### config.mk
export PLATFORM = sky130hd
export DESIGN_NAME = uart_tx_arbiter_flat
export DESIGN_NICKNAME = d
export VERILOG_FILES = /design/src/rtl/uart_arb_pkg.sv /design/src/rtl/uart_tx_arbiter_if.sv /design/src/rtl/uart_tx_shifter.sv /design/src/rtl/uart_tx_arbiter.sv /design/src/flat_wrapper.sv
export SDC_FILE = /design/constraint.sdc
export NUM_CORES = 1
export LEC_CHECK = 0
export CORE_ASPECT_RATIO = 1.2
export CORE_MARGIN = 2
export CORE_UTILIZATION = 55
export DETAILED_ROUTE_END_ITERATION = 12
export GPL_ROUTABILITY_DRIVEN = 0
export PLACE_DENSITY = 0.8
export SLEW_MARGIN = 5
export SYNTH_ARGS = -nofsm -noshare
export SYNTH_HDL_FRONTEND = slang
export SYNTH_HIERARCHICAL = 1
export SYNTH_SLANG_ARGS = --single-unit
### constraint.sdc
create_clock -name core_clk -period 2.9 [get_ports core_clk]
set_input_delay 0.435 -clock core_clk [delete_from_list [all_inputs] [get_ports core_clk]]
set_output_delay 0.435 -clock core_clk [all_outputs]
set_load 0.02 [all_outputs]
### src/rtl/uart_arb_pkg.sv
// Shared types and helpers for the management UART transmit arbiter.
// Holds the frame state encoding and the round-robin pick function.
package uart_arb_pkg;

  localparam int UART_DATA_BITS = 8;

  typedef enum logic [1:0] {
    IDLE,
    START,
    DATA,
    STOP
  } uart_state_e;

  // First set mask bit scanning upward from ptr+1, wrapping at n.
  function automatic logic [2:0] rr_pick(
    input logic [7:0] mask,
    input logic [2:0] ptr,
    input int         n
  );
    logic [2:0] r;
    logic       hit;
    int         idx;
    r   = ptr;
    hit = 1'b0;
    for (int i = 1; i <= 8; i++) begin
      idx = (int'(ptr) + i) % n;
      if (!hit && i <= n && mask[idx[2:0]]) begin
        r   = idx[2:0];
        hit = 1'b1;
      end
    end
    return r;
  endfunction

endpackage

### src/rtl/uart_tx_arbiter_if.sv
// Byte-stream requester bundle for the UART transmit arbiter.
// Sources drive the master side; the arbiter owns the slave side.
interface uart_tx_arbiter_if
  import uart_arb_pkg::*;
#(
  parameter int NUM_REQ = 2
);

  logic [NUM_REQ-1:0]                req_valid;
  logic [UART_DATA_BITS*NUM_REQ-1:0] req_data;
  logic [NUM_REQ-1:0]                req_last;
  logic [NUM_REQ-1:0]                req_ready;

  modport master (
    output req_valid,
    output req_data,
    output req_last,
    input  req_ready
  );

  modport slave (
    input  req_valid,
    input  req_data,
    input  req_last,
    output req_ready
  );

endinterface

### src/rtl/uart_tx_shifter.sv
// 8N1 serializer with its own baud counter.
// The divisor is latched at load so a frame never changes speed midway.
module uart_tx_shifter
  import uart_arb_pkg::*;
#(
  parameter int DIV_WIDTH = 16
) (
  input  logic                 clk,
  input  logic                 rst,
  input  logic                 i_load,
  input  logic [7:0]           i_data,
  input  logic [DIV_WIDTH-1:0] i_div,
  output logic                 o_ser_tx,
  output logic                 o_tx_done,
  output logic                 o_busy
);

  localparam logic [1:0] S_IDLE  = IDLE;
  localparam logic [1:0] S_START = START;
  localparam logic [1:0] S_DATA  = DATA;
  localparam logic [1:0] S_STOP  = STOP;
  localparam logic [2:0] LAST_IDX = 3'(UART_DATA_BITS - 1);

  logic [1:0]           r_state;
  logic [DIV_WIDTH-1:0] r_div;
  logic [DIV_WIDTH-1:0] r_cnt;
  logic [2:0]           r_idx;
  logic [7:0]           r_shift;
  logic                 r_tx;
  logic                 w_tick;

  assign w_tick = (r_cnt == '0);

  always_ff @(posedge clk or posedge rst) begin
    if (rst) begin
      r_state <= S_IDLE;
      r_div   <= '0;
      r_cnt   <= '0;
      r_idx   <= '0;
      r_shift <= '0;
      r_tx    <= 1'b1;
    end else begin
      case (r_state)
        S_IDLE: begin
          if (i_load) begin
            r_div   <= i_div;
            r_cnt   <= i_div;
            r_shift <= i_data;
            r_idx   <= '0;
            r_tx    <= 1'b0;
            r_state <= S_START;
          end
        end
        S_START: begin
          if (w_tick) begin
            r_cnt   <= r_div;
            r_tx    <= r_shift[0];
            r_state <= S_DATA;
          end else begin
            r_cnt <= r_cnt - 1'b1;
          end
        end
        S_DATA: begin
          if (w_tick) begin
            r_cnt <= r_div;
            if (r_idx == LAST_IDX) begin
              r_tx    <= 1'b1;
              r_state <= S_STOP;
            end else begin
              r_idx   <= r_idx + 3'd1;
              r_shift <= {1'b0, r_shift[7:1]};
              r_tx    <= r_shift[1];
            end
          end else begin
            r_cnt <= r_cnt - 1'b1;
          end
        end
        S_STOP: begin
          if (w_tick) begin
            r_state <= S_IDLE;
          end else begin
            r_cnt <= r_cnt - 1'b1;
          end
        end
        default: r_state <= S_IDLE;
      endcase
    end
  end

  assign o_ser_tx  = r_tx;
  assign o_tx_done = (r_state == S_STOP) && w_tick;
  assign o_busy    = (r_state != S_IDLE);

endmodule

### src/rtl/uart_tx_arbiter.sv
// Round-robin arbiter with packet lock feeding one shared UART line.
// A locked requester keeps the line until it sends a last byte.
module uart_tx_arbiter
  import uart_arb_pkg::*;
#(
  parameter  int NUM_REQ   = 2,
  parameter  int DIV_WIDTH = 16,
  localparam int GW        = (NUM_REQ > 1) ? $clog2(NUM_REQ) : 1
) (
  input  logic                 core_clk,
  input  logic                 core_rst,
  input  logic                 enable,
  input  logic [DIV_WIDTH-1:0] clk_div,
  uart_tx_arbiter_if.slave     bus,
  output logic                 ser_tx,
  output logic                 busy,
  output logic [GW-1:0]        grant_id,
  output logic                 tx_done
);

  logic               r_lock;
  logic [GW-1:0]      r_ptr;
  logic [GW-1:0]      r_grant;
  logic               w_sh_busy;
  logic               w_acc;
  logic [NUM_REQ-1:0] w_elig;
  logic [NUM_REQ-1:0] w_ready;
  logic [7:0]         w_mask;
  logic [2:0]         w_ptr3;
  logic [GW-1:0]      w_win;
  logic [7:0]         w_byte;

  always_comb begin
    w_elig = bus.req_valid;
    if (r_lock) begin
      w_elig        = '0;
      w_elig[r_ptr] = bus.req_valid[r_ptr];
    end
    w_mask              = '0;
    w_mask[NUM_REQ-1:0] = w_elig;
    w_ptr3              = '0;
    w_ptr3[GW-1:0]      = r_ptr;
  end

  assign w_win  = GW'(rr_pick(w_mask, w_ptr3, NUM_REQ));
  assign w_acc  = ~core_rst & enable & ~w_sh_busy & (|w_elig);
  assign w_byte = bus.req_data[{w_win, 3'b000} +: 8];

  always_comb begin
    w_ready = '0;
    if (w_acc) w_ready[w_win] = 1'b1;
  end

  assign bus.req_ready = w_ready;

  always_ff @(posedge core_clk or posedge core_rst) begin
    if (core_rst) begin
      r_lock  <= 1'b0;
      r_ptr   <= GW'(NUM_REQ - 1);
      r_grant <= '0;
    end else if (w_acc) begin
      r_lock  <= ~bus.req_last[w_win];
      r_ptr   <= w_win;
      r_grant <= w_win;
    end else if (!enable && !w_sh_busy) begin
      r_lock <= 1'b0;
    end
  end

  uart_tx_shifter #(
    .DIV_WIDTH (DIV_WIDTH)
  ) u_shifter (
    .clk       (core_clk),
    .rst       (core_rst),
    .i_load    (w_acc),
    .i_data    (w_byte),
    .i_div     (clk_div),
    .o_ser_tx  (ser_tx),
    .o_tx_done (tx_done),
    .o_busy    (w_sh_busy)
  );

  assign busy     = w_sh_busy | r_lock;
  assign grant_id = r_grant;

endmodule

### src/flat_wrapper.sv
// flat-port wrapper written by rule: the top's interface ports become plain ports
module uart_tx_arbiter_flat import uart_arb_pkg::*;
#(
  parameter  int NUM_REQ   = 2,
  parameter  int DIV_WIDTH = 16,
  localparam int GW        = (NUM_REQ > 1) ? $clog2(NUM_REQ) : 1
)
  (core_clk, core_rst, enable, clk_div, ser_tx, busy, grant_id, tx_done, bus_req_valid, bus_req_data, bus_req_last, bus_req_ready);
  uart_tx_arbiter_if #(.NUM_REQ(NUM_REQ)) bus_i ();
  input  logic core_clk;
  input  logic core_rst;
  input  logic enable;
  input  logic [DIV_WIDTH-1:0] clk_div;
  output logic ser_tx;
  output logic busy;
  output logic [GW-1:0] grant_id;
  output logic tx_done;
  input wire logic [$bits(bus_i.req_valid)-1:0] bus_req_valid;
  input wire logic [$bits(bus_i.req_data)-1:0] bus_req_data;
  input wire logic [$bits(bus_i.req_last)-1:0] bus_req_last;
  output wire logic [$bits(bus_i.req_ready)-1:0] bus_req_ready;
  assign bus_i.req_valid = bus_req_valid;
  assign bus_i.req_data = bus_req_data;
  assign bus_i.req_last = bus_req_last;
  assign bus_req_ready = bus_i.req_ready;
  uart_tx_arbiter #(.NUM_REQ(NUM_REQ), .DIV_WIDTH(DIV_WIDTH)) u_core (.core_clk(core_clk), .core_rst(core_rst), .enable(enable), .clk_div(clk_div), .bus(bus_i), .ser_tx(ser_tx), .busy(busy), .grant_id(grant_id), .tx_done(tx_done));
endmodule
==> results of run 1 <==
==> cells by family (layout without fill, tap and decap cells) <==
group	after synthesis	count (layout)
compound gates	97	97
simple gates	83	83
flops	49	49
mux	46	46
buf+inv	27	76
fa+ha+maj	8	8
xor+xnor	3	3
==> worst max-delay path: stages, from the launching register on <==
cell and delay [ps]:
sky130_fd_sc_hd__dfrtp_1 440, sky130_fd_sc_hd__inv_1 110, sky130_fd_sc_hd__ha_1 200, sky130_fd_sc_hd__inv_1 70, sky130_fd_sc_hd__nor3b_1 240, sky130_fd_sc_hd__o221ai_2 180
sky130_fd_sc_hd__nor2b_1 140, sky130_fd_sc_hd__clkdlybuf4s50_1 620
==> stage by stage <==
stage	total power (W)	hold WS, ps	utilization [%]	setup slack, ps	instances
after floorplan	0.00302	188	-	301	313
after global placement	0.00355	482	66.1	296	418
after detailed placement	0.00364	493	66.1	234	418
after CTS	0.00417	356	68.2	76.1	426
after global routing	0.00451	377	68.4	29.6	426
final	0.00419	364	68.4	156	426
==> report_power, final <==
| part | total [W] | leakage, nW | internal (W) | switching (W) |
|---|---|---|---|---|
| Sequential | 0.00137 | 0.609 | 0.00101 | 0.000353 |
| Combinational | 0.00231 | 0.948 | 0.00113 | 0.00118 |
| Clock | 0.000510 | 0.0585 | 0.000281 | 0.000228 |
| Total | 0.00419 | 1.62 | 0.00243 | 0.00176 |
==> cell usage in the layout (no fill, tap or decap), drive strengths merged, types with 6 or more instances in the layout <==
cell type,synthesis,final
dfrtp,47,47
clkdlybuf4s50,0,43
mux2,43,43
o21ai,32,32
nand2,23,23
nor2,20,20
buf,6,14
a21oi,13,13
inv,10,10
ha,8,8
o21a,7,7
clkbuf,11,7
nand3,6,6
==> layout make-up <==
type	instances	area share, %
inverter	10	0.975
multi-input combinational	237	47.8
tap	64	2.08
clock buffer	7	2.24
timing repair buffer	58	14.2
clock inverter	1	0.780
sequential	49	31.9
==> state kept, by name, summed over array words and instances, names as in the netlist <==
signal and flops:
u_core/u_shifter/r_idx 3, u_core/r_ptr 1, u_core/u_shifter/r_div 16, u_core/u_shifter/o_ser_tx 1, u_core/r_lock 1, u_core/grant_id 1
u_core/u_shifter/r_state 2, u_core/u_shifter/r_cnt 16, u_core/u_shifter/r_shift 8
==> worst min path at each step <==
stage	startpoint	to	slack (ps)	depth (start not counted)
final	core_rst	u_core/grant_id$_DFFE_PP0P_	360	2
after global routing	core_rst	u_core/r_lock$_DFFE_PP0P_	380	2
after CTS	core_rst	u_core/r_lock$_DFFE_PP0P_	360	2
after detailed placement	u_core/u_shifter/r_div[1]$_DFFE_PP0P_	u_core/u_shifter/r_div[1]$_DFFE_PP0P_	490	1
after global placement	u_core/u_shifter/r_div[13]$_DFFE_PP0P_	u_core/u_shifter/r_div[13]$_DFFE_PP0P_	480	1
after floorplan	core_rst	u_core/grant_id$_DFFE_PP0P_	190	1
==> routing by layer <==
layer	vias up	track usage, %
met5	-	0
met4	0	9.26
met3	11	5.56
met2	100	44.7
met1	1329	30.6
li1	1264	-
==> run metrics, run 1 <==
outcome=completed; count of routing violations after the opening detailed-route iteration=126; total track usage=25.6%; CP max FO=5; placeable core region=5630 um^2; reported max-cap violation count=0; worst reg2reg startpoint=u_core/u_shifter/r_state[0]$_DFFE_PP0P_; count of input and output buffers=44; relative slew slack=55.4%; Initial Utilization=56.4%; Pwr per Cell Area=1090 nW/um^2; commonest register cell after synthesis=sky130_fd_sc_hd__dfrtp_1; insertion delay to the later sink of the worst-skew pair=around 310 ps; share of cells above drive strength 1=25.7%; post-synthesis async set-or-reset flop share=100%; total of cells resized after clock tree synthesis=0; Reg2Reg Depth=11; maximum buffer depth of the clock tree=2; sequential element share of the synthesized area=between 30% and 40%; post-synth cell types=65; number of diodes added for antenna fixing=0; height of the chip=a little under 90 um; number of ports placed on the die boundary=45; Met2 Routed Length=between 3000 and 4000 um; end of the worst register-to-register path=u_core/u_shifter/r_cnt[1]$_DFFE_PP0P_; antenna-violating nets left=0; element type at the critical path end=output pin; wire length per cell after detailed routing=around 18 um; Routed WL=7500 um; unrepaired setup endpoints after global routing=no; IR Drop Worst-Case VDD=564 uV; Fillers=451; remaining routing DRC violations=0; DR WL met3=373 um; detailed-route vias per instance=about 6.3; multiplexer fraction of the synthesized cell area=16.2%; startpoint kind of the worst setup timing path=flip-flop; H-tree lvl count=2; dominant combinational cell family by area after synthesis=compound AO/OA/AOI/OAI gates; Synth Area in Adders=3.15%; final hold vios=0; dominant cell type by area after synthesis=sky130_fd_sc_hd__dfrtp_1; clock tree from TritonCTS=built; number of synthesized register bits=49; Setup crit start=u_core/u_shifter/r_state[0]$_DFFE_PP0P_; Storage cell area=1230 um^2; f_max=364 MHz; CTS Hold Bufs=0; worst min path class=input port to async pin; synthesized instance count=roughly 310; count of flip-flops with a built-in enable after synthesis=0; total via count in the routed design=about 2700; total placed instance area=3720 um^2; largest net degree at the start of global routing=26; metal1 wirelength=a little over 3000 um; most common cell in the synthesized netlist=sky130_fd_sc_hd__dfrtp_1; arrival time of the worst setup path=2310 ps; initial antenna violation count=0; area share of the largest cell type after synthesis=37.0%; fraction of the mapped netlist area in compound gates=21.4%; cell area after layout=a little under 4000 um^2; ranking of synthesized cells by area=sky130_fd_sc_hd__dfrtp_1 37%, sky130_fd_sc_hd__mux2_2 15%, sky130_fd_sc_hd__o21ai_0 4.7%; basic-gate share of the synthesized area counting and, or, nand and nor cells=16.1%; area used by multi-input combinational logic=between 1500 and 2000 um^2; horizontal extent of the die=about 73 um; clock-pin slew on the worst setup and hold paths=90 ps; post-synthesis area per instance=10.1 um^2; Final TNS setup=0 ps; number of clock sinks seen by CTS=49; cell area after synthesis=3180 um^2; setup violation total in the final timing report=0; via count of the first global-routing pass=approximately 2800; Required @ worst endpoint=2470 ps; final cycle utilization of the critical path=94.6%; total global routing overflow=0; Die Area=6400 um^2; Pins Over Slew Limit=0; synthesized-area fraction occupied by xor and xnor cells=0.827%; clock tree skew after final layout=9.53 ps; root buffer cell=sky130_fd_sc_hd__clkbuf_8; Area Overhead vs Synth=21.2%; shortest clock period the worst path allows after layout=around 2700 ps; first drt pass iteration count=4; list of most frequent post-synthesis cells=47 x sky130_fd_sc_hd__dfrtp_1, 43 x sky130_fd_sc_hd__mux2_2, 30 x sky130_fd_sc_hd__o21ai_0; first-pass GRT wire length=approximately 13000 um; number of setup buffers added after CTS=0; critical path type=flip-flop to output pin; slew at the pin closest to its max-slew limit=approximately 670 ps; detailed placer's ending HPWL=5330 um; reg-to-reg slack, setup=450 ps; Leak=1.62 nW; Nets=408; Mapped Nets=360; worst setup path end=bus_req_ready[0]; warning count from the yosys run=6; TritonCTS buffer count=5; Rows=30; top metal layer carrying routed signals=met4
Note: power is estimated with default switching activity, not from simulation.
==> run 2, diff against run 1 <==
CORE_ASPECT_RATIO = unset   (was 1.2)
TNS_END_PERCENT = 20   (was unset)
==> run metrics, run 2 (synthesis results as in run 1) <==
outcome=completed; CP max FO=5 (unchanged); critical path cell sequence=inv_1 -> ha_1 -> nor4b_2 -> nand4_4 -> nor2_1 -> clkdlybuf4s50_1; reported max-cap violation count=0 (unchanged); detailed placer's ending HPWL=5160 um (-3.2%); number of diodes added for antenna fixing=0 (unchanged); Pwr per Cell Area=1060 nW/um^2 (-2.5%); total via count in the routed design=2668 (-1.3%); count of routing violations after the opening detailed-route iteration=183 (+45%); slew at the pin closest to its max-slew limit=630 ps (-38.8 ps); Pins Over Slew Limit=0 (unchanged); detailed-route vias per instance=6.18 (-2.7%); first-pass GRT wire length=12600 um (-1.1%); Required @ worst endpoint=2470 ps (about the same); first drt pass iteration count=4 (unchanged); Fillers=473 (+4.9%); leading cell type in the layout, fill and taps excluded=sky130_fd_sc_hd__dfrtp_1; root buffer cell=sky130_fd_sc_hd__clkbuf_8; via count of the first global-routing pass=2667 (-3.2%); reg-to-reg slack, setup=360 ps (-90 ps); Nets=406 (-0.49%); largest registers=u_core/u_shifter/r_cnt (16), u_core/u_shifter/r_div (16), u_core/u_shifter/r_shift (8); unrepaired setup endpoints after global routing=no; slowest stage cell on the critical path=sky130_fd_sc_hd__clkdlybuf4s50_1; worst min path class=input port to async pin; IR Drop Worst-Case VDD=477 uV (-15%); share of cells above drive strength 1=25.3% (-0.41 points); H-tree lvl count=2 (unchanged); Final TNS setup=0 ps (unchanged); number of clock sinks seen by CTS=49 (unchanged); critical path's largest stage delay=620 ps (about the same); startpoint kind of the worst setup timing path=flip-flop; maximum buffer depth of the clock tree=2 (unchanged); total track usage=25.0% (-0.60 points); shortest clock period the worst path allows after layout=2740 ps (-5.78 ps); Routed WL=7360 um (-1.9%); Leak=1.60 nW (-0.74%); Tot Pwr=0.00404 W (-3.5%); Area Overhead vs Synth=19.9%; CTS Hold Bufs=0 (unchanged); TritonCTS buffer count=5 (unchanged); Rows=27 (-10%); Die Area=6400 um^2 (about the same); critical path type=flip-flop to output pin; placeable core region=5540 um^2 (-1.6%); total global routing overflow=0 (unchanged); top library cells by usage in the layout, fill and taps aside=47 x sky130_fd_sc_hd__dfrtp_1, 43 x sky130_fd_sc_hd__mux2_2, 42 x sky130_fd_sc_hd__clkdlybuf4s50_1; arrival time of the worst setup path=2300 ps (about the same); antenna-violating nets left=0 (unchanged); wire length per cell after detailed routing=17.0 um (-3.3%); count of input and output buffers=44 (unchanged); height of the chip=80.0 um (-8.3%); non-filler cells in the finished layout=432 (+1.4%); worst reg2reg startpoint=u_core/u_shifter/r_state[0]$_DFFE_PP0P_; insertion delay to the later sink of the worst-skew pair=300 ps (about the same); largest net degree at the start of global routing=47 (+81%); relative slew slack=58.0% (+2.6 points); end of the worst register-to-register path=u_core/u_shifter/r_cnt[10]$_DFFE_PP0P_; final cycle utilization of the critical path=94.4% (-0.20 points); placed cell count=424 (+1.4%); f_max=365 MHz (+0.21%); final hold vios=0 (unchanged); clock tree from TritonCTS=built; initial antenna violation count=0 (unchanged); Initial Utilization=57.3% (+0.92 points); clock-pin slew on the worst setup and hold paths=90 ps (about the same); horizontal extent of the die=80.0 um (+9.0%); element type at the critical path end=output pin; clock tree skew after final layout=6.47 ps (-3.07 ps); remaining routing DRC violations=0 (unchanged); number of ports placed on the die boundary=45 (unchanged); setup violation total in the final timing report=0 (unchanged); Reg2Reg Depth=10 (-1)
[run 2: cell count changes in the layout (fill, tap and decap cells not counted)]
cell | before | now
sky130_fd_sc_hd__buf_4 | 14 | 12
sky130_fd_sc_hd__bufinv_16 | 1 | 0
sky130_fd_sc_hd__nor4b_4 | 1 | 0
sky130_fd_sc_hd__clkdlybuf4s50_1 | 43 | 42
sky130_fd_sc_hd__clkbuf_8 | 6 | 5
sky130_fd_sc_hd__clkinvlp_4 | 0 | 1
sky130_fd_sc_hd__clkinv_1 | 0 | 1
sky130_fd_sc_hd__inv_2 | 1 | 0
sky130_fd_sc_hd__nor4b_2 | 0 | 1
sky130_fd_sc_hd__clkinv_2 | 0 | 2
sky130_fd_sc_hd__clkbuf_1 | 1 | 0
sky130_fd_sc_hd__dlymetal6s2s_1 | 1 | 2
[run 2: worst max-delay path, delay by kind of cell (launching register included)]
family | cells | cell delay (ps)
simple gates | 3 | 650
buf+inv | 2 | 720
flops | 1 | 420
fa+ha+maj | 1 | 220
[run 2: power breakdown]
group	total (W)	leakage, nW	switching [W]	internal (W)
clock	0.000398	0.0439	0.000231	0.000167
combinational	0.00229	0.951	0.00117	0.00112
sequential	0.00136	0.609	0.000341	0.00101
total	0.00404	1.60	0.00174	0.00230
[run 2: how the worst max path moves through the flow]
stage	startpoint	end	slack, ps	depth (start not counted)
2_1_floorplan	u_core/u_shifter/r_state[0]$_DFFE_PP0P_	u_core/u_shifter/r_div[0]$_DFFE_PP0P_	300	11
3_3_place_gp	bus_req_valid[0]	bus_req_ready[1]	270	5
3_5_place_dp	bus_req_valid[0]	u_core/u_shifter/r_cnt[10]$_DFFE_PP0P_	200	8
4_1_cts	u_core/u_shifter/r_state[0]$_DFFE_PP0P_	bus_req_ready[1]	50	7
5_1_grt	u_core/u_shifter/r_cnt[0]$_DFFE_PP0P_	tx_done	50	6
6_report	u_core/u_shifter/r_cnt[0]$_DFFE_PP0P_	tx_done	160	6
[run 2: layout make-up]
class / instances / area (um^2) / share of cell area (%)
clock buffers: 5 / 68.8 / 1.81
multi-input cells: 237 / 1830 / 48.0
flip-flops and latches: 49 / 1230 / 32.3
clock inverters: 3 / 17.5 / 0.460
well taps: 72 / 90.1 / 2.37
inverters: 10 / 37.5 / 0.986
repair buffers: 56 / 536 / 14.1
[run 2: metal layers]
layer / vias up / GRT usage (%) / routed length (um)
met5: - / 0 / 0
met4: 0 / 9.49 / 95
li1: 1263 / - / -
met1: 1322 / 35.0 / 3400
met2: 76 / 39.3 / 3520
met3: 7 / 3.28 / 340
[run 2: per-stage QoR]
stage / utilization (%) / instance area [um^2] / hold WS [ps] / worst slack [ps]
after floorplan: - / 3180 / 188 / 301
after global placement: 67.1 / 3720 / 475 / 267
after detailed placement: 67.1 / 3720 / 466 / 199
after CTS: 68.6 / 3800 / 358 / 47.3
after global routing: 68.7 / 3810 / 371 / 48.6
final: 68.7 / 3810 / 360 / 162
[run 2: what timing repair did]
action | CTS | global route
setup buffers | 0 | 0
gates resized for setup | 0 | 2
setup endpoints to repair | 0 | 2
==> run 3, diff against run 2 <==
CORE_UTILIZATION = 35   (was 55)
PLACE_DENSITY = unset   (was 0.8)
==> run metrics, run 3 (synthesis results as in run 1) <==
Fillers=843 (+78%); top library cells by usage in the layout, fill and taps aside=47 x sky130_fd_sc_hd__dfrtp_1, 43 x sky130_fd_sc_hd__mux2_2, 42 x sky130_fd_sc_hd__clkdlybuf4s50_1; Tot Pwr=0.00412 W (+1.9%); worst reg2reg startpoint=u_core/u_shifter/r_cnt[0]$_DFFE_PP0P_; initial antenna violation count=0 (unchanged); number of clock sinks seen by CTS=49 (unchanged); smallest setup slack after layout=127 ps (-35.3 ps); TritonCTS buffer count=5 (unchanged); maximum buffer depth of the clock tree=2 (unchanged); Pins Over Slew Limit=0 (unchanged); detailed placer's ending HPWL=5560 um (+7.8%); final cycle utilization of the critical path=95.6% (+1.2 points); Routed WL=7630 um (+3.7%); total track usage=16.3% (-8.6 points); total global routing overflow=0 (unchanged); pre-CTS setup slack=238 ps (+39.7 ps); element type at the critical path end=output pin; root buffer cell=sky130_fd_sc_hd__clkbuf_8; count of input and output buffers=44 (unchanged); detailed-route vias per instance=5.51 (-11%); critical path's largest stage delay=640 ps (+20 ps); clock tree from TritonCTS=built; reported max-cap violation count=0 (unchanged); share of cells above drive strength 1=25.9% (+0.62 points); Leak=1.63 nW (+1.7%); Worst path depth=6 (unchanged); Reg2Reg Depth=8 (-2); number of diodes added for antenna fixing=0 (unchanged); buffer and inverter count on the worst path=2 (unchanged); total placed instance area=3770 um^2 (+1.4%); share of total power in sequential cells=32.8% (-0.7 points); count of routing violations after the opening detailed-route iteration=120 (-34%); wire length per cell after detailed routing=16.2 um (-4.9%); cell area after layout=3900 um^2 (+2.5%); Area Overhead vs Synth=22.9%; worst setup path end=tx_done; slowest stage cell on the critical path=sky130_fd_sc_hd__clkdlybuf4s50_1; critical path cell sequence=inv_1 -> ha_1 -> nor4b_2 -> nand4_4 -> nor2_1 -> clkdlybuf4s50_1; via count of the first global-routing pass=2597 (-2.6%); leading cell type in the layout, fill and taps excluded=sky130_fd_sc_hd__dfrtp_1; kind of cell with the highest combined delay on the critical path=buffers and inverters; critical path type=flip-flop to output pin; largest net degree at the start of global routing=30 (-36%); startpoint kind of the worst setup timing path=flip-flop; switching power of the nets=0.00173 W (-0.25%); IR Drop Worst-Case VDD=311 uV (-35%); CP max FO=5 (unchanged); first-pass GRT wire length=12900 um (+2.6%); H-tree lvl count=2 (unchanged); antenna-violating nets left=0 (unchanged); Nets=409 (+0.74%); height of the chip=99.3 um (+24%); total via count in the routed design=2597 (-2.7%); clock tree skew after final layout=16.8 ps (+10.3 ps); unrepaired setup endpoints after global routing=no; Required @ worst endpoint=2470 ps (about the same); worst min path class=input port to async pin; relative slew slack=54.6% (-3.4 points); share of power burned in the clock network=12.2% (+2.4 points); slew at the pin closest to its max-slew limit=681 ps (+50.6 ps); placeable core region=8760 um^2 (+58%); horizontal extent of the die=99.3 um (+24%); number of ports placed on the die boundary=45 (unchanged); Initial Utilization=36.2% (-21 points); Pwr per Cell Area=1060 nW/um^2 (-0.59%); insertion delay to the later sink of the worst-skew pair=320 ps (+20 ps); final hold vios=0 (unchanged); Sw Ratio=42.1% (-0.89 points); setup violation total in the final timing report=0 (unchanged); Rows=34 (+26%); power share of the combinational group=55.1% (-1.5 points); Die Area=9850 um^2 (+54%); Final TNS setup=0 ps (unchanged); Setup crit start=u_core/u_shifter/r_cnt[0]$_DFFE_PP0P_; worst hold-check slack=336 ps (-24.0 ps); end of the worst register-to-register path=u_core/u_shifter/r_cnt[10]$_DFFE_PP0P_; reg-to-reg slack, setup=440 ps (+80 ps); remaining routing DRC violations=0 (unchanged); arrival time of the worst setup path=2340 ps (+40 ps); CTS Hold Bufs=0 (unchanged); first drt pass iteration count=4 (unchanged); clock-pin slew on the worst setup and hold paths=100 ps (about the same); largest registers=u_core/u_shifter/r_cnt (16), u_core/u_shifter/r_div (16), u_core/u_shifter/r_shift (8); Int Pwr=0.00238 W (+3.5%); outcome=completed; shortest clock period the worst path allows after layout=2770 ps (+35.3 ps); f_max=361 MHz (-1.3%)
==> run 3: cell types whose count changed in the layout (fill, tap and decap cells not counted), sizes merged <==
cell / delta
bufinv: +1
clkinv: -1
clkinvlp: -1
buf: +3
inv: +1
==> run 3: final cells by class <==
cell class                      instances  area, um^2  area share (%)
Timing Repair Buffer                   59         558            14.3
Inverter                               10        37.5           0.962
Clock buffer                            5        68.8            1.76
Clock inverter                          3        43.8            1.12
Sequential cell                        49        1230            31.5
Tap cell                              108         135            3.46
Multi-Input combinational cell        237        1830            46.9
==> run 3: worst min-delay path by stage <==
stage / slack, ps / endpoint / cells past startpoint / from
2_1_floorplan: 190 / u_core/grant_id$_DFFE_PP0P_ / 1 / core_rst
3_3_place_gp: 480 / u_core/u_shifter/r_shift[3]$_DFFE_PP0P_ / 1 / u_core/u_shifter/r_shift[3]$_DFFE_PP0P_
3_5_place_dp: 490 / u_core/u_shifter/r_div[8]$_DFFE_PP0P_ / 1 / u_core/u_shifter/r_div[8]$_DFFE_PP0P_
4_1_cts: 330 / u_core/r_lock$_DFFE_PP0P_ / 2 / core_rst
5_1_grt: 370 / u_core/r_lock$_DFFE_PP0P_ / 2 / core_rst
6_report: 340 / u_core/r_lock$_DFFE_PP0P_ / 2 / core_rst
==> run 3: per-stage QoR <==
stage	cells	utilization (%)
floorplan	313	-
global placement	461	43.0
detailed placement	461	43.0
CTS	469	44.3
global route	471	44.5
finish	471	44.5
==> run 3: metal layers <==
metal  global-route usage, %  part of all wire [%]  vias up
met5                       0                     0        -
met4                    6.95                   2.3        0
met3                    2.53                   4.2       13
met2                    25.3                    46       52
met1                    22.8                    48     1264
li1                        -                     -     1268
==> run 3: timing repair <==
action / in CTS / in global routing
setup endpoints to repair: 0 / 2
buffers inserted: 0 / 2
resized for setup: 0 / 2
==> run 3: power groups by stage <==
stage                     combinational, W  sequential [W]  clock [W]
after CTS                          0.00228         0.00135   0.000519
after detailed placement           0.00227         0.00136          0
after floorplan                    0.00176         0.00126          0
final                              0.00227         0.00135   0.000501
after global routing               0.00252         0.00140   0.000542
after global placement             0.00223         0.00135          0
